**config.mk**
```make
export PLATFORM = sky130hd
export DESIGN_NAME = index_to_vector_builder
export DESIGN_NICKNAME = d
export VERILOG_FILES = /design/src/rtl/index_to_vector_builder.sv
export SDC_FILE = /design/constraint.sdc
export NUM_CORES = 1
export LEC_CHECK = 0
export BUFFER_PORTS_ARGS = -buffer_cell sky130_fd_sc_hd__buf_2
export CAP_MARGIN = 20
export CORE_MARGIN = 2
export CORE_UTILIZATION = 25
export CTS_CLUSTER_DIAMETER = 100
export DETAILED_ROUTE_END_ITERATION = 8
export HOLD_SLACK_MARGIN = 0.15
export PLACE_DENSITY_LB_ADDON = 0.08
export SLEW_MARGIN = 40
export SYNTH_ARGS = -nofsm -noshare
export SYNTH_HDL_FRONTEND = slang
export SYNTH_SLANG_ARGS = --single-unit
```
**constraint.sdc**
```tcl
create_clock -name clk_in -period 0.94 [get_ports clk_in]
set_input_delay 0.188 -clock clk_in [delete_from_list [all_inputs] [get_ports clk_in]]
set_output_delay 0.188 -clock clk_in [all_outputs]
set_load 0.05 [all_outputs]
```
**src/rtl/index_to_vector_builder.sv**
```systemverilog
// Collects a packet of bit indices into a bit vector and hands the finished
// vector to a consumer over a valid/ready handshake, flagging out-of-range indices.
module index_to_vector_builder #(
    parameter int unsigned VECTOR_LENGTH   = 8,
    parameter int unsigned MAX_INPUT_WIDTH = 16
) (
    input  logic                       clk_in,
    input  logic                       reset_in,
    input  logic [MAX_INPUT_WIDTH-1:0] index_in,
    input  logic                       index_valid_in,
    input  logic                       index_last_in,
    output logic                       index_ready_out,
    output logic [VECTOR_LENGTH-1:0]   vector_out,
    output logic                       vector_valid_out,
    input  logic                       vector_ready_in,
    output logic                       range_error_out
);

    // Compare width wide enough for both the index and the vector length.
    localparam int unsigned CMP_W = (MAX_INPUT_WIDTH > 32) ? MAX_INPUT_WIDTH : 32;

    typedef enum logic {
        ST_COLLECT = 1'b0,
        ST_PRESENT = 1'b1
    } state_t;

    state_t                     r_state;
    state_t                     w_state_nxt;
    logic [VECTOR_LENGTH-1:0]   r_accum;
    logic [VECTOR_LENGTH-1:0]   w_accum_nxt;
    logic                       r_error;
    logic                       w_error_nxt;
    logic                       r_index_ready;
    logic                       w_index_ready_nxt;
    logic                       r_vector_valid;
    logic                       w_vector_valid_nxt;

    logic                       w_beat;
    logic                       w_take;
    logic                       w_in_range;
    logic [VECTOR_LENGTH-1:0]   w_onehot;

    assign w_beat     = index_valid_in & r_index_ready;
    assign w_take     = r_vector_valid & vector_ready_in;
    assign w_in_range = CMP_W'(index_in) < CMP_W'(VECTOR_LENGTH);
    assign w_onehot   = VECTOR_LENGTH'(1) << index_in;

    // Next-state, accumulator and handshake-output decode.
    always_comb begin
        w_state_nxt        = r_state;
        w_accum_nxt        = r_accum;
        w_error_nxt        = r_error;
        w_index_ready_nxt  = 1'b1;
        w_vector_valid_nxt = 1'b0;

        case (r_state)
            ST_COLLECT: begin
                if (w_beat) begin
                    if (w_in_range) begin
                        w_accum_nxt = r_accum | w_onehot;
                    end else begin
                        w_error_nxt = 1'b1;
                    end
                    if (index_last_in) begin
                        w_state_nxt = ST_PRESENT;
                    end
                end
            end
            ST_PRESENT: begin
                if (w_take) begin
                    w_state_nxt = ST_COLLECT;
                    w_accum_nxt = '0;
                    w_error_nxt = 1'b0;
                end
            end
        endcase

        w_index_ready_nxt  = (w_state_nxt == ST_COLLECT);
        w_vector_valid_nxt = (w_state_nxt == ST_PRESENT);
    end

    // State and output registers; reset drops any packet in flight.
    always_ff @(posedge clk_in) begin
        if (reset_in) begin
            r_state        <= ST_COLLECT;
            r_accum        <= '0;
            r_error        <= 1'b0;
            r_index_ready  <= 1'b1;
            r_vector_valid <= 1'b0;
        end else begin
            r_state        <= w_state_nxt;
            r_accum        <= w_accum_nxt;
            r_error        <= w_error_nxt;
            r_index_ready  <= w_index_ready_nxt;
            r_vector_valid <= w_vector_valid_nxt;
        end
    end

    assign index_ready_out  = r_index_ready;
    assign vector_valid_out = r_vector_valid;
    assign vector_out       = r_accum;
    assign range_error_out  = r_error;

endmodule

```
# Yosys cells after proc, flatten, opt, wreduce, memory -nomap -nowiden
# Cells that the tools add are included.
# Widths: inputs -> output; s select.
# op_classes
magnitude_cmp,1
n_eq_ne,4
shift,1
mux,12
n_bitwise,5
n_reduce_logical,2
# ops
operator,n
$mux 8,3
$lt 16x4->1 const B,1
$pmux 8 s2,1
$shl 1x16->8 const A,1
$or 8x8->8,1
$mux 1,6
$ne 2x2->1 const B,3
$reduce_and 3->1,2
$pmux 1 s2,2
$and 1x1->1,2
$ne 2x1->1 const B,1
$not 1->1,2
# word_totals
regBits,11
in_bits,21
out_inout_bits,11
wordCells,29

# Logic depth before layout (Yosys ltp)
# logic_depth
depth_word,5
ltp_mapped,3
ltp_nobuf,3

# Worst setup path before layout
# No wires, ideal clock.
# synth_timing
path_type,register -> register
start,register r_vector_valid (netlist: vector_valid_out)
end,register r_error (netlist: range_error_out)
setup_ns,0.117
arrival_time_ns,1.151
required_time_ns,0.823
path_slack_ns,-0.328
stages_incl_launch_ff,3
path_buffers,0
synth_period_minus_slack_ns,1.268
path_cell_list,dfxtp_1 > and4bb_2 > a22o_1
# synth_between
elab_chain_len,3
elab_cells_between_ends,7
cone_classes,eq/ne (3); mux (1); bitwise (2); reduce/logical (1)
# synth_lines
item,line,rtl
from (decl),35,logic r_vector_valid;
from (signal assigned),95,r_vector_valid <= w_vector_valid_nxt;
$and 1x1->1 or $not 1->1 (tied branches),--,
$ne 2x1->1 (no source line) or $ne 2x2->1 (tied branches),--,
$reduce_and 3->1 (no source line),--,
to (signal assigned),93,r_error <= w_error_nxt;
to (decl),31,logic r_error;
# Several ways; a longest one is shown, not always the timed one.
# A chain may end at the register's enable or synchronous reset.

# Worst setup path after layout
# layout_timing
start,register r_vector_valid (netlist: vector_valid_out)
end,register r_accum[5] (netlist: vector_out[5])
# layout_between
elab_chain_len,3
elab_cells_between_ends,7
cone_classes,eq/ne (3); mux (1); bitwise (2); reduce/logical (1)
# layout_lines
item,line,rtl
$and 1x1->1 or $not 1->1 (tied branches),--,
$ne 2x1->1 (no source line) or $ne 2x2->1 (tied branches),--,
$reduce_and 3->1 (no source line),--,
to (signal assigned),92,r_accum <= w_accum_nxt;
to (decl),29,logic [VECTOR_LENGTH-1:0] r_accum;
# Several ways; a longest one is shown, not always the timed one.

==> results.rst <==
.. list-table::
   :header-rows: 1

   * - Metric
     - Value
   * - Startpoint-to-endpoint class of the critical path
     - reg -> reg
   * - Vias after detailed routing
     - 500
   * - Routed length per instance
     - 9.97 um
   * - Endpoints failing setup
     - 17
   * - Post-synthesis sequential area ratio
     - 49.4%
   * - Count of unique library cells instantiated by Yosys
     - 18
   * - Failing checks
     - setup timing
   * - Clock latency of the later-clocked register in the worst-skew pair
     - 0.26 ns
   * - Width of the chip
     - 46.2 um
   * - Share of the synthesized area in the top cell type
     - 49.4%
   * - ANT nets after route
     - 0
   * - Endpoint class of the critical path
     - register
   * - Syn Std Cell Area
     - 445 um2
   * - H-tree level count
     - 1
   * - CTS Root Cell
     - sky130_fd_sc_hd__clkbuf_4
   * - Share of power burned in combinational logic
     - 20.1%
   * - Slowest cell on crit path
     - sky130_fd_sc_hd__dfxtp_4
   * - Highest attainable clock frequency
     - 0.954 GHz
   * - Syn_area_per_cell
     - 9.28 um2
   * - All-layer global routing usage
     - 12.9%
   * - Cell Pwr Density
     - 1210 nW/um2
   * - Number of max-cap violations
     - 0
   * - Effective utilization at floorplan
     - 26.1%
   * - Register area
     - 238 um2
   * - Pin count of the biggest net entering global routing
     - 10
   * - DRC violation count after routing
     - 0
   * - Top cells by area in the synthesized netlist
     - sky130_fd_sc_hd__dfxtp_1 49%, sky130_fd_sc_hd__o21ai_1 9.0%, sky130_fd_sc_hd__nand2_1 6.7%
   * - Post-route worst hold slack
     - 0.204 ns
   * - Placeable core area
     - 1710 um2
   * - Core Rows
     - 15
   * - Detailed Place HPWL
     - 938 um
   * - Launch point of the worst hold path
     - reset_in
   * - TritonCTS clock tree
     - built
   * - Required time at the worst-slack endpoint
     - 1.13 ns
   * - Area grow syn2layout
     - 85.7%
   * - Net switching share of the total power
     - 25.7%
   * - Source of the critical timing path
     - vector_valid_out
   * - Total grt overflow
     - 0
   * - Worst-path clk slew
     - 0.06 ns
   * - Proportion of power drawn by the clock network
     - 31.1%
   * - Nets
     - 110
   * - Max-slew headroom at the worst pin
     - 79.0%
   * - RSZ-0062 raised after global routing
     - yes
   * - Maximum vdd drop
     - 0.564 mV
   * - Setup WS pre-CTS
     - -0.264 ns
   * - Initial antenna violation count
     - 0
   * - Final slew viol count
     - 0
   * - Final estimated routing congestion in global placement
     - 0.688
   * - Fin. Hold Viols
     - 0
   * - Cell leakage power
     - 0.337 nW
   * - Area enclosed by the die boundary
     - 2140 um2
   * - Total CTS buffers
     - 3
   * - Start of the worst register-to-register path
     - vector_valid_out
   * - Fraction of final layout cells sized beyond drive strength 1
     - 60.2%
   * - Cell count after synthesis
     - 48
   * - Number of global-route vias before repair
     - 474
   * - Worst Tran Pin Value
     - 0.312 ns
   * - Vias per Instance
     - 4.42
   * - Number of warnings issued by yosys
     - 0
   * - Largest stage delay, worst path
     - 0.34 ns
   * - Critical path startpoint category
     - register
   * - FF+latch count, synth
     - 11
   * - Total internal power
     - 0.000743 W
   * - Highest fanout seen on the critical path
     - 5
   * - Net switching power of the design
     - 0.000257 W
   * - Die Ht
     - 46.2 um
   * - # fillers
     - 178
   * - Sequential Power Share
     - 48.8%
   * - First-pass GRT wire length
     - 1880 um
   * - Number of placed instances, taps included
     - 108
   * - Maximum clock skew at final layout
     - 0.00309 ns
   * - Ant. Diodes
     - 0
   * - Path class of the lowest-slack min-delay path
     - in -> reg
   * - Final critical path time including I/O delays and setup
     - 1.05 ns
   * - Count of pins on the block boundary
     - 32
   * - Area occupied by multi-input gates
     - 225 um2
   * - Final non-filler cell total
     - 113
   * - Period utilisation layout
     - 112%
   * - Total routed wirelength
     - 1130 um
   * - Run status
     - finished, violations left
   * - Buffer levels on the longest clock path
     - 2
   * - Number of sinks handled by clock tree synthesis
     - 11
   * - Worst-path cell chain
     - and4bb_4 > nand4b_1 > o21ai_1
   * - Post-route worst setup slack
     - -0.109 ns
   * - Drt first pass iters
     - 3
   * - Buffers on Ports
     - 31
   * - Detailed Route Iter0 Violations
     - 1
   * - Crit path DAT
     - 1.24 ns
   * - Largest area contributor in the netlist
     - sky130_fd_sc_hd__dfxtp_1
   * - Synthesized Nets
     - 69
[per-stage QoR]
step	TNS [ns]	area, um2	utilization (%)	total power (W)
3_3_place_gp	-1.82	669	39.2	0.000665
3_5_place_dp	-2.00	669	39.2	0.000665
5_1_grt	-1.44	827	48.4	0.00105
4_1_cts	-1.08	801	46.9	0.00100
6_report	-0.622	827	48.4	0.00100
2_1_floorplan	-0.773	453	-	0.000575
[repair_timing]
action                                  in CTS  in global routing
hold buffers                                 0                  0
setup buffers                                1                  0
endpoints found under the setup margin      20                 20
pin swaps                                    0                  4
gates resized for setup                     35                  7
[layout make-up]
cell class | instances | area share [%]
sequential | 11 | 28.7
tap | 25 | 3.78
multi-input combinational | 36 | 27.2
inverter | 1 | 0.454
timing repair buffer | 36 | 36.6
clock buffer | 4 | 3.18
[synthesized netlist by cell type]
| cell | instances |
|---|---|
| sky130_fd_sc_hd__a21oi_2 | 1 |
| sky130_fd_sc_hd__a22o_1 | 1 |
| sky130_fd_sc_hd__and3_1 | 1 |
| sky130_fd_sc_hd__and4bb_2 | 1 |
| sky130_fd_sc_hd__dfxtp_1 | 11 |
| sky130_fd_sc_hd__inv_1 | 1 |
| sky130_fd_sc_hd__nand2_1 | 8 |
| sky130_fd_sc_hd__nand3_1 | 2 |
| sky130_fd_sc_hd__nand3b_1 | 1 |
| sky130_fd_sc_hd__nand4_1 | 3 |
| sky130_fd_sc_hd__nand4b_1 | 1 |
| sky130_fd_sc_hd__nor2_1 | 3 |
| sky130_fd_sc_hd__nor3_1 | 2 |
| sky130_fd_sc_hd__nor3b_1 | 1 |
| sky130_fd_sc_hd__nor4_2 | 1 |
| sky130_fd_sc_hd__nor4_4 | 1 |
| sky130_fd_sc_hd__o21a_1 | 1 |
| sky130_fd_sc_hd__o21ai_1 | 8 |
[power by group through the flow]
stage	sequential [W]	clock, W	combinational, W
global route	0.000488	0.000343	0.000217
floorplan	0.000536	0	0.0000389
CTS	0.000487	0.000320	0.000193
detailed placement	0.000493	0	0.000172
finish	0.000488	0.000311	0.000201
global placement	0.000493	0	0.000172
[cells in the final DEF (no fill, tap or decap), drive strengths merged]
cell type,synthesis,routed
o21ai,8,8
and4bb,1,1
nand2,8,8
nand3b,1,1
a22o,1,1
and3,1,1
dfxtp,11,11
nand4b,1,1
nor4,2,2
o21a,1,1
inv,1,1
nor3,2,2
nor3b,1,1
clkbuf,0,4
nor2,3,3
nand4,3,3
nand3,2,2
a21oi,1,1
buf,0,36
[kinds of logic (layout without fill, tap and decap cells)]
logic type	count (synthesis)	count (layout)	synth area share, %
AND/OR/NAND/NOR	25	25	35.1
AO/OA/AOI/OAI	11	11	14.6
flip-flops	11	11	49.4
buffers and inverters	1	41	0.842
[worst max-delay path, delay by kind of cell (launching register included)]
family,cells,cell delay [ns]
AOI/OAI and AO/OA,1,0.15
DFF,1,0.34
and+or+nand+nor,2,0.49
[sequential cells by signal, indices dropped and copies added, names as in the netlist]
name / flops
index_ready_out: 1
vector_out: 8
range_error_out: 1
vector_valid_out: 1
[path summary, 6_finish.rpt]
| check | end | slack [ns] | cells after the start |
|---|---|---|---|
| min reg2reg | vector_out[3] | 0.45 | 2 |
| min | vector_valid_out | 0.20 | 3 |
| max reg2reg | vector_out[5] | -0.11 | 3 |
| max | vector_out[5] | -0.11 | 3 |
[layer usage]
metal  wire [um]  GRT usage [%]
met5           0              0
met1         502           15.8
met2         518           18.3
met4           6           5.14
met3         100           7.45
(Power assumes the default switching activity.)
